### config.mk
export PLATFORM = sky130hd
export DESIGN_NAME = dds_ctrl
export DESIGN_NICKNAME = d
export VERILOG_FILES = /design/src/rtl/dds_ctrl_pkg.sv /design/src/rtl/key_debounce.sv /design/src/rtl/dds_ctrl.sv
export SDC_FILE = /design/constraint.sdc
export NUM_CORES = 1
export LEC_CHECK = 0
export BUFFER_PORTS_ARGS = -buffer_cell sky130_fd_sc_hd__buf_2
export CAP_MARGIN = 20
export CORE_MARGIN = 5
export CORE_UTILIZATION = 57
export CTS_CLUSTER_DIAMETER = 200
export DETAILED_ROUTE_END_ITERATION = 10
export GPL_TIMING_DRIVEN = 0
export PLACE_DENSITY = 0.84
export SLEW_MARGIN = 15
export SYNTH_ARGS = -nofsm -noshare
export SYNTH_HDL_FRONTEND = slang
export SYNTH_SLANG_ARGS = --single-unit
### constraint.sdc
create_clock -name clk -period 5.5 [get_ports clk]
set_input_delay 1.65 -clock clk [delete_from_list [all_inputs] [get_ports clk]]
set_output_delay 1.65 -clock clk [all_outputs]
set_load 0.05 [all_outputs]
### src/rtl/dds_ctrl_pkg.sv
// dds_ctrl_pkg: state type and default constants for the DDS front-panel controller
package dds_ctrl_pkg;
   typedef enum logic {MANUAL, SWEEP} state_t;
   localparam logic [15:0] FINIT      = 16'h0080;
   localparam logic [15:0] FMIN       = 16'h0010;
   localparam logic [15:0] FMAX       = 16'h0800;
   localparam logic [15:0] FSTEP_MAN  = 16'h0040;
   localparam logic [15:0] SWEEP_STEP = 16'h0004;
   localparam int NUM_MODES = 5;
endpackage

### src/rtl/key_debounce.sv
// key_debounce: synchronizes an active-low raw key, debounces it and emits a one-cycle press pulse
module key_debounce #(
   parameter int DEB_CYCLES = 500000
) (
   input  logic clk,
   input  logic reset,
   input  logic key,
   output logic press
);
   localparam int CW = DEB_CYCLES > 1 ? $clog2(DEB_CYCLES) : 1;
   logic [1:0] sync;
   logic stable, stable_d;
   logic [CW-1:0] cnt;
   always_ff @(posedge clk) begin
      if (reset) begin
         sync     <= 2'b11;
         stable   <= 1'b1;
         stable_d <= 1'b1;
         cnt      <= '0;
         press    <= 1'b0;
      end else begin
         sync     <= {sync[0], key};
         stable_d <= stable;
         press    <= stable_d & ~stable;
         // any disagreement that does not persist restarts the count
         if (sync[1] == stable) cnt <= '0;
         else if (cnt == CW'(DEB_CYCLES - 1)) begin
            stable <= sync[1];
            cnt    <= '0;
         end else cnt <= cnt + 1'b1;
      end
   end
endmodule

### src/rtl/dds_ctrl.sv
// dds_ctrl: pushbutton front panel producing the DDS waveform select and tuning word,
// with manual stepping and an automatic linear sweep
module dds_ctrl import dds_ctrl_pkg::*; #(
   parameter int N                   = 16,
   parameter int DEB_CYCLES          = 500000,
   parameter logic [N-1:0] FINIT      = dds_ctrl_pkg::FINIT,
   parameter logic [N-1:0] FMIN       = dds_ctrl_pkg::FMIN,
   parameter logic [N-1:0] FMAX       = dds_ctrl_pkg::FMAX,
   parameter logic [N-1:0] FSTEP_MAN  = dds_ctrl_pkg::FSTEP_MAN,
   parameter logic [N-1:0] SWEEP_STEP = dds_ctrl_pkg::SWEEP_STEP,
   parameter int SWEEP_DIV           = 50000,
   parameter int NUM_MODES           = dds_ctrl_pkg::NUM_MODES
) (
   input  logic         clk,
   input  logic         reset,
   input  logic         key_mode,
   input  logic         key_freq,
   input  logic         key_sweep,
   output logic [2:0]   choose,
   output logic [N-1:0] fword,
   output logic         fword_upd,
   output logic         sweeping
);
   localparam int TW = SWEEP_DIV > 1 ? $clog2(SWEEP_DIV) : 1;
   logic press_mode, press_freq, press_sweep;
   state_t state, state_n;
   logic [N-1:0] fword_n;
   logic [TW-1:0] tick, tick_n;
   logic upd_n, sweeping_n, tick_end;
   key_debounce #(.DEB_CYCLES(DEB_CYCLES)) u_mode  (.clk(clk), .reset(reset), .key(key_mode),  .press(press_mode));
   key_debounce #(.DEB_CYCLES(DEB_CYCLES)) u_freq  (.clk(clk), .reset(reset), .key(key_freq),  .press(press_freq));
   key_debounce #(.DEB_CYCLES(DEB_CYCLES)) u_sweep (.clk(clk), .reset(reset), .key(key_sweep), .press(press_sweep));
   // the extra carry bit keeps a step past the top of the range from aliasing low
   function automatic logic [N-1:0] step_wrap(input logic [N-1:0] f, input logic [N-1:0] inc);
      logic [N:0] nx;
      nx = {1'b0, f} + {1'b0, inc};
      return nx > {1'b0, FMAX} ? FMIN : nx[N-1:0];
   endfunction
   always_ff @(posedge clk) begin
      if (reset) begin
         state     <= MANUAL;
         fword     <= FINIT;
         fword_upd <= 1'b0;
         sweeping  <= 1'b0;
         tick      <= '0;
         choose    <= '0;
      end else begin
         state     <= state_n;
         fword     <= fword_n;
         fword_upd <= upd_n;
         sweeping  <= sweeping_n;
         tick      <= tick_n;
         choose    <= press_mode ? (choose == 3'(NUM_MODES - 1) ? 3'd0 : choose + 3'd1) : choose;
      end
   end
   always_comb begin
      state_n = press_sweep ? (state == MANUAL ? SWEEP : MANUAL) : state;
   end
   // a sweep key press always wins over a coincident step
   always_comb begin
      tick_end   = state == SWEEP && tick == TW'(SWEEP_DIV - 1);
      fword_n    = press_sweep ? (state == MANUAL ? FMIN : fword)
                 : state == SWEEP ? (tick_end ? step_wrap(fword, SWEEP_STEP) : fword)
                 : press_freq ? step_wrap(fword, FSTEP_MAN) : fword;
      upd_n      = press_sweep ? state == MANUAL : state == SWEEP ? tick_end : press_freq;
      tick_n     = state == SWEEP && !press_sweep && !tick_end ? tick + 1'b1 : '0;
      sweeping_n = state_n == SWEEP;
   end
endmodule
# After elaboration in Yosys (flattened, before gate mapping)
# Index checks and enable logic that the tools add are counted.
[word_totals]
reg_bits = 109
output_inout_bits = 21
in_bits = 5
[classes]
n_reduce_logical = 14
bitwise_logic = 11
addsub = 7
eq_ne = 10
mux = 11
magnitude_cmp = 2
[ops]
columns = ["op", "n"]
rows = [
  ["$mux 16", 7],
  ["$add 19x1->19 const B", 3],
  ["$eq 19x19->1 const B", 3],
  ["$gt 17x12->1 const B", 2],
  ["$add 16x3->17 const B", 1],
  ["$add 16x7->17 const B", 1],
  ["$add 16x1->16 const B", 1],
  ["$eq 16x16->1 const B", 1],
  ["$reduce_or 3->1", 3],
  ["$not 1->1", 8],
  ["$reduce_and 2->1", 3],
  ["$add 3x1->3 const B", 1],
  ["$and 1x1->1", 3],
  ["$eq 1x1->1", 3],
  ["$eq 3x3->1 const B", 1],
  ["$logic_and 1x1->1", 3],
  ["$mux 1", 3],
  ["$mux 3", 1],
  ["$reduce_and 3->1", 1],
  ["$reduce_bool 3->1", 1],
  ["$logic_not 1->1", 2],
  ["$ne 2x1->1 const B", 1],
  ["$ne 2x2->1 const B", 1],
  ["$reduce_or 2->1", 1],
]

# Longest topological paths before layout
# Gate-level depths: netlist of run 1.
[logic_depth]
word_depth = 6
mapped_depth = 10
ltp_nobuf = 9

# Hierarchy
# A second synthesis of run 1 with hierarchy kept.
[unflattened]
hier_cells = 601
hier_area_um2 = 5136.2
[modules_own_cells]
columns = ["module", "cells_per_inst", "area_per_inst_um2", "instances", "seq_area_each_um2"]
rows = [
  ["key_debounce", 117, 1026.0, 3, 480.5],
  ["dds_ctrl", 250, 2058.2, 1, 700.7],
]

# Worst setup path after synthesis of run 1
# Ideal clock, no wire load.
[synth_timing]
path_type = "reg2reg"
from = "register fword[7]"
to = "register fword[11]"
required_ps = 5441
arrival_time_ps = 2623
stages_incl_launch_ff = 10
slack_ps = 2818
synth_period_minus_slack_ps = 2682
cell_sequence = "dfxtp_1 -> ha_1 -> nand4_1 -> or2_0 -> o22a_1 -> or2_1 -> buf_2 -> a2111oi_0 -> o21ai_0 -> nand2_1"
[synth_via]
elab_chain_len = 6
word_cells_on_any_way = 10
classes_between = "add/sub: 2; order compare: 2; mux: 6"
[synth_lines]
columns = ["element", "line", "source"]
rows = [
  ["from (decl)", "dds_ctrl.sv:20", "output logic [N-1:0] fword,"],
  ["from (signal assigned)", "dds_ctrl.sv:49", "fword <= fword_n;"],
  ["$add 16x7->17 / $add 16x3->17 (equally long branches)", "dds_ctrl.sv:36", "nx = {1'b0, f} + {1'b0, inc};"],
  ["$gt 17x12->1", "dds_ctrl.sv:37", "return nx > {1'b0, FMAX} ? FMIN : nx[N-1:0];"],
  ["$mux 16", "dds_ctrl.sv:37", ""],
  ["$mux 16 (on tied branches)", "dds_ctrl.sv:64, dds_ctrl.sv:63", ""],
  ["$mux 16 *", "dds_ctrl.sv:63", ": state == SWEEP ? (tick_end ? step_wrap(fword, SWEEP_STEP) : fword)"],
  ["$mux 16 *", "dds_ctrl.sv:62", "fword_n = press_sweep ? (state == MANUAL ? FMIN : fword)"],
]
# Mark *: on every way between the ends. The rest lies on a longest branch, timed or not. The select of a mux whose other input is x is not followed.
# A chain may end at the register's enable or synchronous reset.

# Worst setup path in the final report of run 1
[layout_timing]
from = "register fword[7]"
to = "output fword[7]"
# No word-level cell between the ends.

==> results by group, run 1 <==
Status
  – Outcome: completed

Critical path
  – CP max FO: 9
  – Crit path kind: reg -> out
  – Worst setup SP type: flip-flop
  – CP peak stage delay: about 0.55 ns
  – Arr. time, crit path: around 1.3 ns
  – CP Data Required Time: 3.85 ns
  – Crit. End Element: output pin
  – Worst reg2reg endpoint: fword[11]
  – Slowest CP cell: dfxtp_1
  – CP startpoint: fword[7]
  – Reg2Reg Setup Slack: 2.76 ns
  – Worst R2R Start: fword[7]
  – Worst path top cell family by delay: flip-flops
  – Crit-path cells: buf_2
  – Crit path buffers/inverters: 1
  – Worst Reg-to-Reg Cells: 9

Yosys
  – Post-Synthesis Cells: ~570
  – Ys async rst share: 0
  – Seq/Total Area, Yosys: 0.4361
  – Library cells used by synthesis: 60
  – Synthesized area: approximately 4900 um^2
  – Top cells by area, synth: dfxtp_1 44%, nor2_1 8.2%, xor2_1 6.6%, xnor2_1 5.7%, nand2_1 3.5%
  – Synth warn: 0
  – Synth Flop Type: dfxtp_1
  – Synth top area share: 0.4361
  – EDFF count, synth: 0
  – Largest area contributor in the netlist: dfxtp_1
  – Register bit total from synthesis: 107
  – Average cell area after synthesis: about 8.6 um^2

Cells and area
  – Layout cells sized above 1: 0.1126
  – Area grow syn2layout: 9.908%
  – Fin nets: 623
  – Post-Layout Inst Area: roughly 5400 um^2
  – Antenna cells: 0
  – Fillers: slightly below 700

Timing
  – Min Tclk post-route: between 2 and 3 ns
  – Final WS setup: roughly 2.6 ns
  – Crit share post-route: 0.5286
  – Unrepaired setup endpoints after global routing: no
  – Max_slew headroom: 0.6172
  – Worst-Margin Slew: around 0.57 ns
  – Hold_ws: approximately 0.42 ns
  – FMAX: 344.0 MHz
  – Max-slew violations: 0
  – Final Hold Fails: 0
  – Clock Skew: 0.009441 ns
  – Endpoints failing setup: 0
  – Total Neg Setup Slack: 0 ns

Placed design
  – Worst slack, placed: approximately 2.4 ns
  – DPL Wire Length: 6974 um
  – Final Wtd Congestion: between 0.8 and 0.9
  – Placed Area: roughly 5200 um^2
  – IO buf count: 23

Drt
  – Via count: about 4000
  – Met2 WL: between 4000 and 5000 um
  – Initial DRC Count: 220
  – Drc violations: 0
  – Detailed Routing Iterations Pass 1: 5
  – DRT met1 WL: ~4300 um
  – Routed wire per std cell: 13.41 um
  – Vias/cell: 5.478
  – Routed Antenna Nets: 0
  – Routed WL: ~9600 um
  – Met3 wire length: 397 um
  – Max Used Layer: met4

Floorplanning
  – # IOs: 26
  – Rows: 33
  – Area of the die: 10570 um^2
  – Initial core utilization: 0.5919
  – Core area: 8299 um^2
  – Die Span Y: between 100 and 150 um
  – Chip Width: approximately 100 um

Global routing
  – Vias in the first global route: 3763
  – Largest net degree at the start of global routing: 18
  – First-pass GRT wire length: about 16000 um
  – Initial antenna violation count: 0
  – GRT overflow: 0
  – GRT Overall Usage: 0.1897

Pwr
  – Share of power burned in registers: 0.580
  – Leakage power: about 0.0019 uW
  – Clock power frac: 0.407
  – Gate power share: 0.014
  – Power Density: approximately 250 nW/um^2
  – NetSw: 276.7 uW
  – Int Power: about 1100 uW
  – Net Sw Frac: 0.2061
  – Total power: ~1300 uW
  – Maximum vdd drop: roughly 0.00019 V

Hold path
  – Hold Path Class: reg -> reg
  – Worst hold path cell count: 1
  – Hold Startpoint: u_mode.sync[0]
  – Worst Hold Endpoint: u_mode.sync[1]

CTS
  – TritonCTS Buffers: 9
  – # resized after CTS: 0
  – Clock-pin slew on the worst setup and hold paths: about 0.10 ns
  – H-tree levels: 3
  – CTS root buffer: clkbuf_8
  – Clk_lat worst skew: between 0.3 and 0.4 ns
  – Hold_buf cts: 0
  – Setup bufs post-CTS: 0
  – CTS tree: built
  – Clock sinks: 107
  – Clock buffer depth: 2

Job
  – Max cap viols: 0
-- cells in the mapped netlist, types with 2 or more instances --
cell type  count
nand2_1       46
buf_2          3
nor3_1         7
mux2i_1        5
and4_1         6
nor2_1       107
nor4_1         8
and2_1         2
or2_2         10
and3_1        16
o21ai_1        4
clkbuf_1      10
buf_6          2
nor4bb_1       2
inv_1         20
a211oi_1       2
nand4_1       16
a21o_1         2
buf_1          2
or3_1         10
ha_1          10
a22oi_1        3
a31oi_1        3
nand2b_1       5
o21ai_0       13
dfxtp_1      107
buf_4          4
nand3_1       31
nor2b_1        4
xor2_1        37
xnor2_1       32
a21oi_1       15
o21a_1         2
-- layout make-up --
class                   instances  area [um^2]  area share
plain buffers                  22        117.6     0.02178
clock buffers                  11        151.4     0.02804
clock inverters                 5        85.08     0.01576
inverters                      20        75.07     0.01390
multi-input cells             425         2581      0.4781
flip-flops and latches        107         2142      0.3968
well taps                     105        131.4     0.02433
repair buffers                 23        115.1     0.02132
-- worst max-delay path by stage --
stage,end,slack (ns),depth (start not counted)
2_1_floorplan,fword[11],2.82,9
3_3_place_gp,fword[11],2.39,7
5_1_grt,fword[4],2.46,8
3_5_place_dp,fword[9],2.41,7
4_1_cts,fword[7],2.58,1
6_report,fword[7],2.59,1
-- flip-flops by register name (all words and copies together) (netlist names), 2 cells and up --
name and cells:
choose 3, fword 14, tick 16, u_freq.cnt 19, u_freq.sync 2, u_mode.cnt 19
u_mode.sync 2, u_sweep.cnt 19, u_sweep.sync 2
-- cell families after synthesis --
kind of cell | after synthesis | share of synthesized area
other | 1 | 0.0007634
adders and majority gates | 10 | 0.02547
AOI/OAI and AO/OA | 55 | 0.07183
muxes | 5 | 0.01019
DFF | 107 | 0.4361
xor gates and xnor gates | 69 | 0.1230
and+or+nand+nor | 284 | 0.2934
buffers and inverters | 42 | 0.03922
-- power by group through the flow --
stage | sequential, uW | combinational [uW] | clock (uW)
global route | 779 | 20.3 | 593
detailed placement | 796 | 18.3 | 0
CTS | 778 | 18.4 | 556
finish | 778 | 18.3 | 546
global placement | 796 | 18.1 | 0
floorplan | 796 | 13.1 | 0
-- cells in the final DEF, fill, tap and decap left out, types with 13 or more instances in the layout --
cell type | synthesis | final
dfxtp_1 | 107 | 107
and3_1 | 16 | 16
o21ai_0 | 13 | 13
buf_2 | 3 | 26
nand2_1 | 46 | 46
xor2_1 | 37 | 37
inv_1 | 20 | 20
nand3_1 | 31 | 31
nor2_1 | 107 | 107
nand4_1 | 16 | 16
xnor2_1 | 32 | 32
a21oi_1 | 15 | 15
-- stage by stage --
step,util,instances
5_1_grt,0.6505,718
2_1_floorplan,-,574
3_5_place_dp,0.6220,702
3_3_place_gp,0.6220,702
6_report,0.6505,718
4_1_cts,0.6505,718
-- metal layers --
layer | vias to the layer above | global-route usage
met4 | 0 | 0.06474
met3 | 15 | 0.04263
li1 | 2008 | -
met1 | 1836 | 0.2296
met2 | 74 | 0.3327
met5 | - | 0
No activity file was read; power rests on OpenSTA's default activity.
==> inputs of run 2 (changes only) <==
==> constraint.sdc (replaced) <==
create_clock -name clk -period 2.95 [get_ports clk]
set_input_delay 0.885 -clock clk [delete_from_list [all_inputs] [get_ports clk]]
set_output_delay 0.885 -clock clk [all_outputs]
set_load 0.05 [all_outputs]
==> results by group, run 2 (synthesized netlist as in run 1, its figures left out) <==
Critical path
  – CP peak stage delay: approximately 0.46 ns
  – Crit path buffers/inverters: 1
  – Arr. time, crit path: 2.95 ns
  – Worst path top cell family by delay: simple AND/OR/NAND/NOR gates
  – Slowest CP cell: dfxtp_1
  – CP max FO: 6
  – CP Data Required Time: roughly 3.3 ns
  – Worst setup SP type: flip-flop
  – Crit path kind: reg -> reg
  – Crit. End Element: flip-flop
  – Crit-path cells: ha_1, nand4_1, or2_0, o22a_1, or2_1, buf_2, a2111oi_0, o21ai_0, nand2_1

Timing
  – Unrepaired setup endpoints after global routing: no
  – Worst-Margin Slew: 0.6093 ns
  – Total Neg Setup Slack: 0 ns
  – Crit share post-route: 0.8983
  – Max_slew headroom: 0.5938
  – FMAX: 377.4 MHz
  – Endpoints failing setup: 0
  – Clock Skew: roughly 0.011 ns
  – Final Hold Fails: 0
  – Min Tclk post-route: between 2 and 3 ns
  – Max-slew violations: 0

Floorplanning
  – Die Span Y: 102.8 um
  – Initial core utilization: 0.5919
  – Rows: 33
  – Core area: between 8000 and 9000 um^2
  – Chip Width: slightly above 100 um
  – # IOs: 26
  – Area of the die: 10570 um^2

Drt
  – Routed wire per std cell: 13.42 um
  – Max Used Layer: met4
  – DRT met1 WL: between 4000 and 5000 um
  – Via count: 3932
  – Met3 wire length: about 380 um
  – Met2 WL: about 4800 um
  – Drc violations: 0
  – Detailed Routing Iterations Pass 1: 5
  – Initial DRC Count: between 200 and 250
  – Vias/cell: ~5.5
  – Routed Antenna Nets: 0
  – Routed WL: around 9600 um

CTS
  – TritonCTS Buffers: 9
  – Clock buffer depth: 2
  – CTS root buffer: clkbuf_8
  – Clk_lat worst skew: 0.36 ns
  – CTS tree: built
  – Setup bufs post-CTS: 0
  – # resized after CTS: 0
  – H-tree levels: 3
  – Clock sinks: about 110
  – Hold_buf cts: 0
  – Clock-pin slew on the worst setup and hold paths: 0.10 ns

Placed design
  – Final Wtd Congestion: between 0.8 and 0.9
  – IO buf count: 23
  – DPL Wire Length: ~7000 um

Pwr
  – NetSw: between 500 and 600 uW
  – Clock power frac: 0.406
  – Leakage power: around 0.0019 uW
  – Int Power: slightly below 2000 uW
  – Gate power share: 0.014
  – Power Density: approximately 460 nW/um^2
  – Maximum vdd drop: around 0.00035 V
  – Total power: about 2500 uW
  – Net Sw Frac: 0.2053
  – Share of power burned in registers: 0.580

Status
  – Outcome: completed

Job
  – Max cap viols: 0

Global routing
  – Initial antenna violation count: 0
  – Largest net degree at the start of global routing: 18
  – First-pass GRT wire length: 16260 um
  – GRT overflow: 0
  – Vias in the first global route: ~3800
  – GRT Overall Usage: 0.1892

Cells and area
  – Fin nets: just over 600
  – Most frequent cells in the layout: 107 x nor2_1, 106 x dfxtp_1, 46 x nand2_1, 37 x xor2_1, 32 x xnor2_1
  – Most common cell after layout, fill and taps aside: nor2_1
  – Top flop regs: u_freq.cnt x19, u_mode.cnt x19, u_sweep.cnt x19
  – Antenna cells: 0
  – Area grow syn2layout: 10.04%
  – Layout cells sized above 1: 0.1158

Hold path
  – Hold Path Class: reg -> reg
==> run 2: cell count changes in the layout (fill, tap and decap cells not counted) <==
cell	change
nand3_1	-1
dfxtp_1	-1
dfxtp_2	+1
nand3_2	+1
==> run 2: per-stage QoR <==
stage               area [um^2]  cells  hold WS (ns)  setup WS (ns)    util
CTS                        5399    718        0.4186         0.2703  0.6505
global route               5405    718        0.4357        0.09907  0.6513
finish                     5405    718        0.4191         0.3001  0.6513
global placement           5162    702        0.3924         0.3695  0.6220
detailed placement         5162    702        0.3976         0.3208  0.6220
floorplan                  4916    574        0.3895         0.2681       -
==> run 2: power groups by stage <==
| stage | Clock (uW) | Combinational (uW) | Sequential, uW |
|---|---|---|---|
| after floorplan | 0 | 24.4 | 1480 |
| after global placement | 0 | 33.7 | 1480 |
| after detailed placement | 0 | 34.1 | 1480 |
| after CTS | 1040 | 34.3 | 1450 |
| after global routing | 1110 | 37.8 | 1450 |
| final | 1010 | 34.1 | 1450 |
==> run 2: worst reg2reg max path, cell delays in order, from the launching register on <==
cell and delay [ns]:
dfxtp_1 0.46, ha_1 0.32, nand4_1 0.25, or2_0 0.31
o22a_1 0.22, or2_1 0.23, buf_2 0.17, a2111oi_0 0.41
o21ai_0 0.14, nand2_1 0.10
==> run 2: area by class of cell <==
cell class / count / area [um^2]
buffer: 22 / 117.6
clock buffer: 11 / 151.4
clock inverter: 5 / 85.08
fill: 675 / 2894
inverter: 20 / 75.07
multi-input combinational: 425 / 2586
sequential: 107 / 2143
tap: 105 / 131.4
timing repair buffer: 23 / 115.1
==> run 2: final timing paths <==
path / to / slack (ns) / start / depth (start not counted)
worst min-delay path: u_mode.sync[1] / 0.42 / u_mode.sync[0] / 1
worst max-delay path: fword[11] / 0.30 / fword[6] / 9
worst min register to register: u_mode.sync[1] / 0.42 / u_mode.sync[0] / 1
worst max register to register: fword[11] / 0.30 / fword[6] / 9
==> run 2: layer usage <==
metal / GRT usage / vias up
met5: 0 / -
met1: 0.2291 / 1831
met2: 0.3302 / 75
li1: - / 2012
met3: 0.04263 / 14
met4: 0.06773 / 0
==> inputs of run 3 (changes only) <==
--- a/config.mk
+++ b/config.mk
@@ -5,6 +5,7 @@
 export SDC_FILE = /design/constraint.sdc
 export NUM_CORES = 1
 export LEC_CHECK = 0
+export ABC_AREA = 1
 export BUFFER_PORTS_ARGS = -buffer_cell sky130_fd_sc_hd__buf_2
 export CAP_MARGIN = 20
 export CORE_MARGIN = 5
==> results by group, run 3 <==
Status
  – Outcome: completed

Placed design
  – Final Wtd Congestion: 0.9480
  – IO buf count: 23
  – DPL Wire Length: 8211 um
  – Worst slack, placed: approximately 0.5 ns

Job
  – Max cap viols: 0

CTS
  – Hold_buf cts: 0
  – Clk_lat worst skew: roughly 0.35 ns
  – Setup bufs post-CTS: 0
  – # resized after CTS: 0
  – Clock-pin slew on the worst setup and hold paths: around 0.090 ns
  – CTS tree: built
  – Clock buffer depth: 2
  – TritonCTS Buffers: 9
  – CTS root buffer: clkbuf_8
  – Clock sinks: about 110
  – H-tree levels: 3

Yosys
  – Register bit total from synthesis: 107
  – Synth top cells by count: 159 x nand2_1, 114 x nor2_1, 107 x dfxtp_1
  – EDFF count, synth: 0
  – Library cells used by synthesis: approximately 40
  – Largest area contributor in the netlist: dfxtp_1
  – Synth top area share: 0.4001
  – Seq/Total Area, Yosys: 0.4001
  – Synth warn: 0
  – Post-Synthesis Cells: between 700 and 800
  – Synthesized area: between 5000 and 6000 um^2
  – Most common cell in the synthesized netlist: nand2_1
  – Top cells by area, synth: dfxtp_1 40%, nand2_1 11%, nor2_1 8.0%, inv_1 6.2%, nand3_1 5.3%
  – Average cell area after synthesis: a little over 7 um^2
  – Ys async rst share: 0
  – Synth Flop Type: dfxtp_1

Cells and area
  – Top flop regs: u_freq.cnt x19, u_mode.cnt x19, u_sweep.cnt x19
  – Most common cell after layout, fill and taps aside: nand2_1
  – Area grow syn2layout: 7.782%
  – Antenna cells: 0
  – Layout cells sized above 1: 0.1202
  – Fin nets: 811
  – Fillers: roughly 840
  – Most frequent cells in the layout: 159 x nand2_1, 114 x nor2_1, 107 x dfxtp_1, 89 x inv_1, 57 x nand3_1
  – Util after Layout: 0.6275

Global routing
  – Initial antenna violation count: 0
  – First-pass GRT wire length: 18770 um
  – GRT overflow: 0
  – GRT Overall Usage: 0.1936
  – Largest net degree at the start of global routing: 16
  – Vias in the first global route: roughly 4600

Floorplanning
  – Rows: 35
  – Core area: approximately 9200 um^2
  – Area of the die: approximately 11000 um^2
  – Chip Width: between 100 and 150 um
  – Die Span Y: around 110 um
  – Initial core utilization: 0.5822
  – # IOs: 26

Timing
  – Endpoints failing setup: 0
  – Unrepaired setup endpoints after global routing: no
  – Min Tclk post-route: around 2.2 ns
  – Final WS setup: 0.7991 ns
  – Clock Skew: between 0.006 and 0.007 ns
  – Worst-Margin Slew: ~0.5 ns
  – Final Hold Fails: 0
  – Max_slew headroom: 0.6647
  – Crit share post-route: 0.7291
  – FMAX: 464.9 MHz
  – Total Neg Setup Slack: 0 ns
  – Max-slew violations: 0

Drt
  – Routed Antenna Nets: 0
  – Detailed Routing Iterations Pass 1: 5
  – Via count: 4800
  – Routed WL: about 11000 um
  – Met2 WL: approximately 5200 um
  – Initial DRC Count: ~240
  – Met3 wire length: 372 um
  – Routed wire per std cell: between 10 and 15 um
  – Max Used Layer: met4
  – DRT met1 WL: between 4000 and 5000 um
  – Drc violations: 0
  – Vias/cell: about 5.3

Critical path
  – CP Data Required Time: between 3 and 4 ns
  – Worst setup SP type: flip-flop
  – Arr. time, crit path: roughly 2.4 ns
  – Crit path kind: reg -> reg
  – Crit. End Element: flip-flop
  – CP max FO: 8

Pwr
  – Leakage power: between 0.002 and 0.0025 uW
  – Power Density: 390.9 nW/um^2
  – Maximum vdd drop: 0.0002733 V

Hold path
  – Hold Path Class: reg -> reg
[run 3: cell types whose count changed after synthesis, moves of 10 or more]
cell and delta:
inv_1 +69, or3_1 -10, nor3_1 +16, nand3_1 +26, and3_1 -14, a21oi_1 +23
xnor2_1 -23, xor2_1 -22, nand2_1 +113
[run 3: cell type report]
| type | count | area [um^2] | area share |
|---|---|---|---|
| multi-input cells | 544 | 2780 | 0.4818 |
| flip-flops and latches | 107 | 2142 | 0.3712 |
| inverters | 97 | 364.1 | 0.06310 |
| clock buffers | 12 | 145.1 | 0.02515 |
| well taps | 111 | 138.9 | 0.02407 |
| repair buffers | 23 | 115.1 | 0.01995 |
| plain buffers | 14 | 71.32 | 0.01236 |
| clock inverters | 2 | 13.76 | 0.002385 |
[run 3: final timing paths]
check                    from             to  slack [ns]  cells past startpoint
min          u_sweep.stable_d  u_sweep.press        0.41                      2
min reg2reg  u_sweep.stable_d  u_sweep.press        0.41                      2
max                  fword[7]       fword[8]        0.80                     13
max reg2reg          fword[7]       fword[8]        0.80                     13
[run 3: worst max-delay path: stages, from the launching register on]
cell and delay, ns:
dfxtp_1 0.52, ha_1 0.31, inv_1 0.08, nor2_1 0.21, nand2_1 0.08, nand2_1 0.10, nand3_1 0.08, nand2_1 0.09
nand2_1 0.09, nor2_4 0.15, nand3_1 0.09, nand2_1 0.09, nand2_1 0.06, a21oi_1 0.14
[run 3: cell families (layout without fill, tap and decap cells)]
| family | count (synthesis) | after routing | synth area share |
|---|---|---|---|
| AOI/OAI and AO/OA | 74 | 74 | 0.07572 |
| buffers and inverters | 111 | 148 | 0.08133 |
| adders and majority gates | 10 | 10 | 0.02337 |
| DFF | 107 | 107 | 0.4001 |
| xor gates and xnor gates | 25 | 25 | 0.04230 |
| and+or+nand+nor | 433 | 433 | 0.3765 |
| other | 1 | 2 | 0.0007004 |
[run 3: metal layers]
layer	vias to the layer above	track usage
li1	2506	-
met1	2178	0.2393
met2	101	0.3417
met3	15	0.02709
met4	0	0.07215
met5	-	0
[run 3: metrics by stage]
step	instance area, um^2	hold WS [ns]	cells	total power [uW]
after CTS	5771	0.4167	910	2279
after global routing	5771	0.4373	910	2345
final	5771	0.4145	910	2256
after global placement	5612	0.3944	896	1519
after detailed placement	5612	0.3958	896	1520
after floorplan	5358	0.3895	762	1509
[run 3: report_power, final]
| group | leakage (uW) | switching [uW] | internal, uW |
|---|---|---|---|
| combinational | 0.00129 | 25.1 | 10.7 |
| sequential | 0.000863 | 2.36 | 1450 |
| clock | 0.0000823 | 447 | 323 |
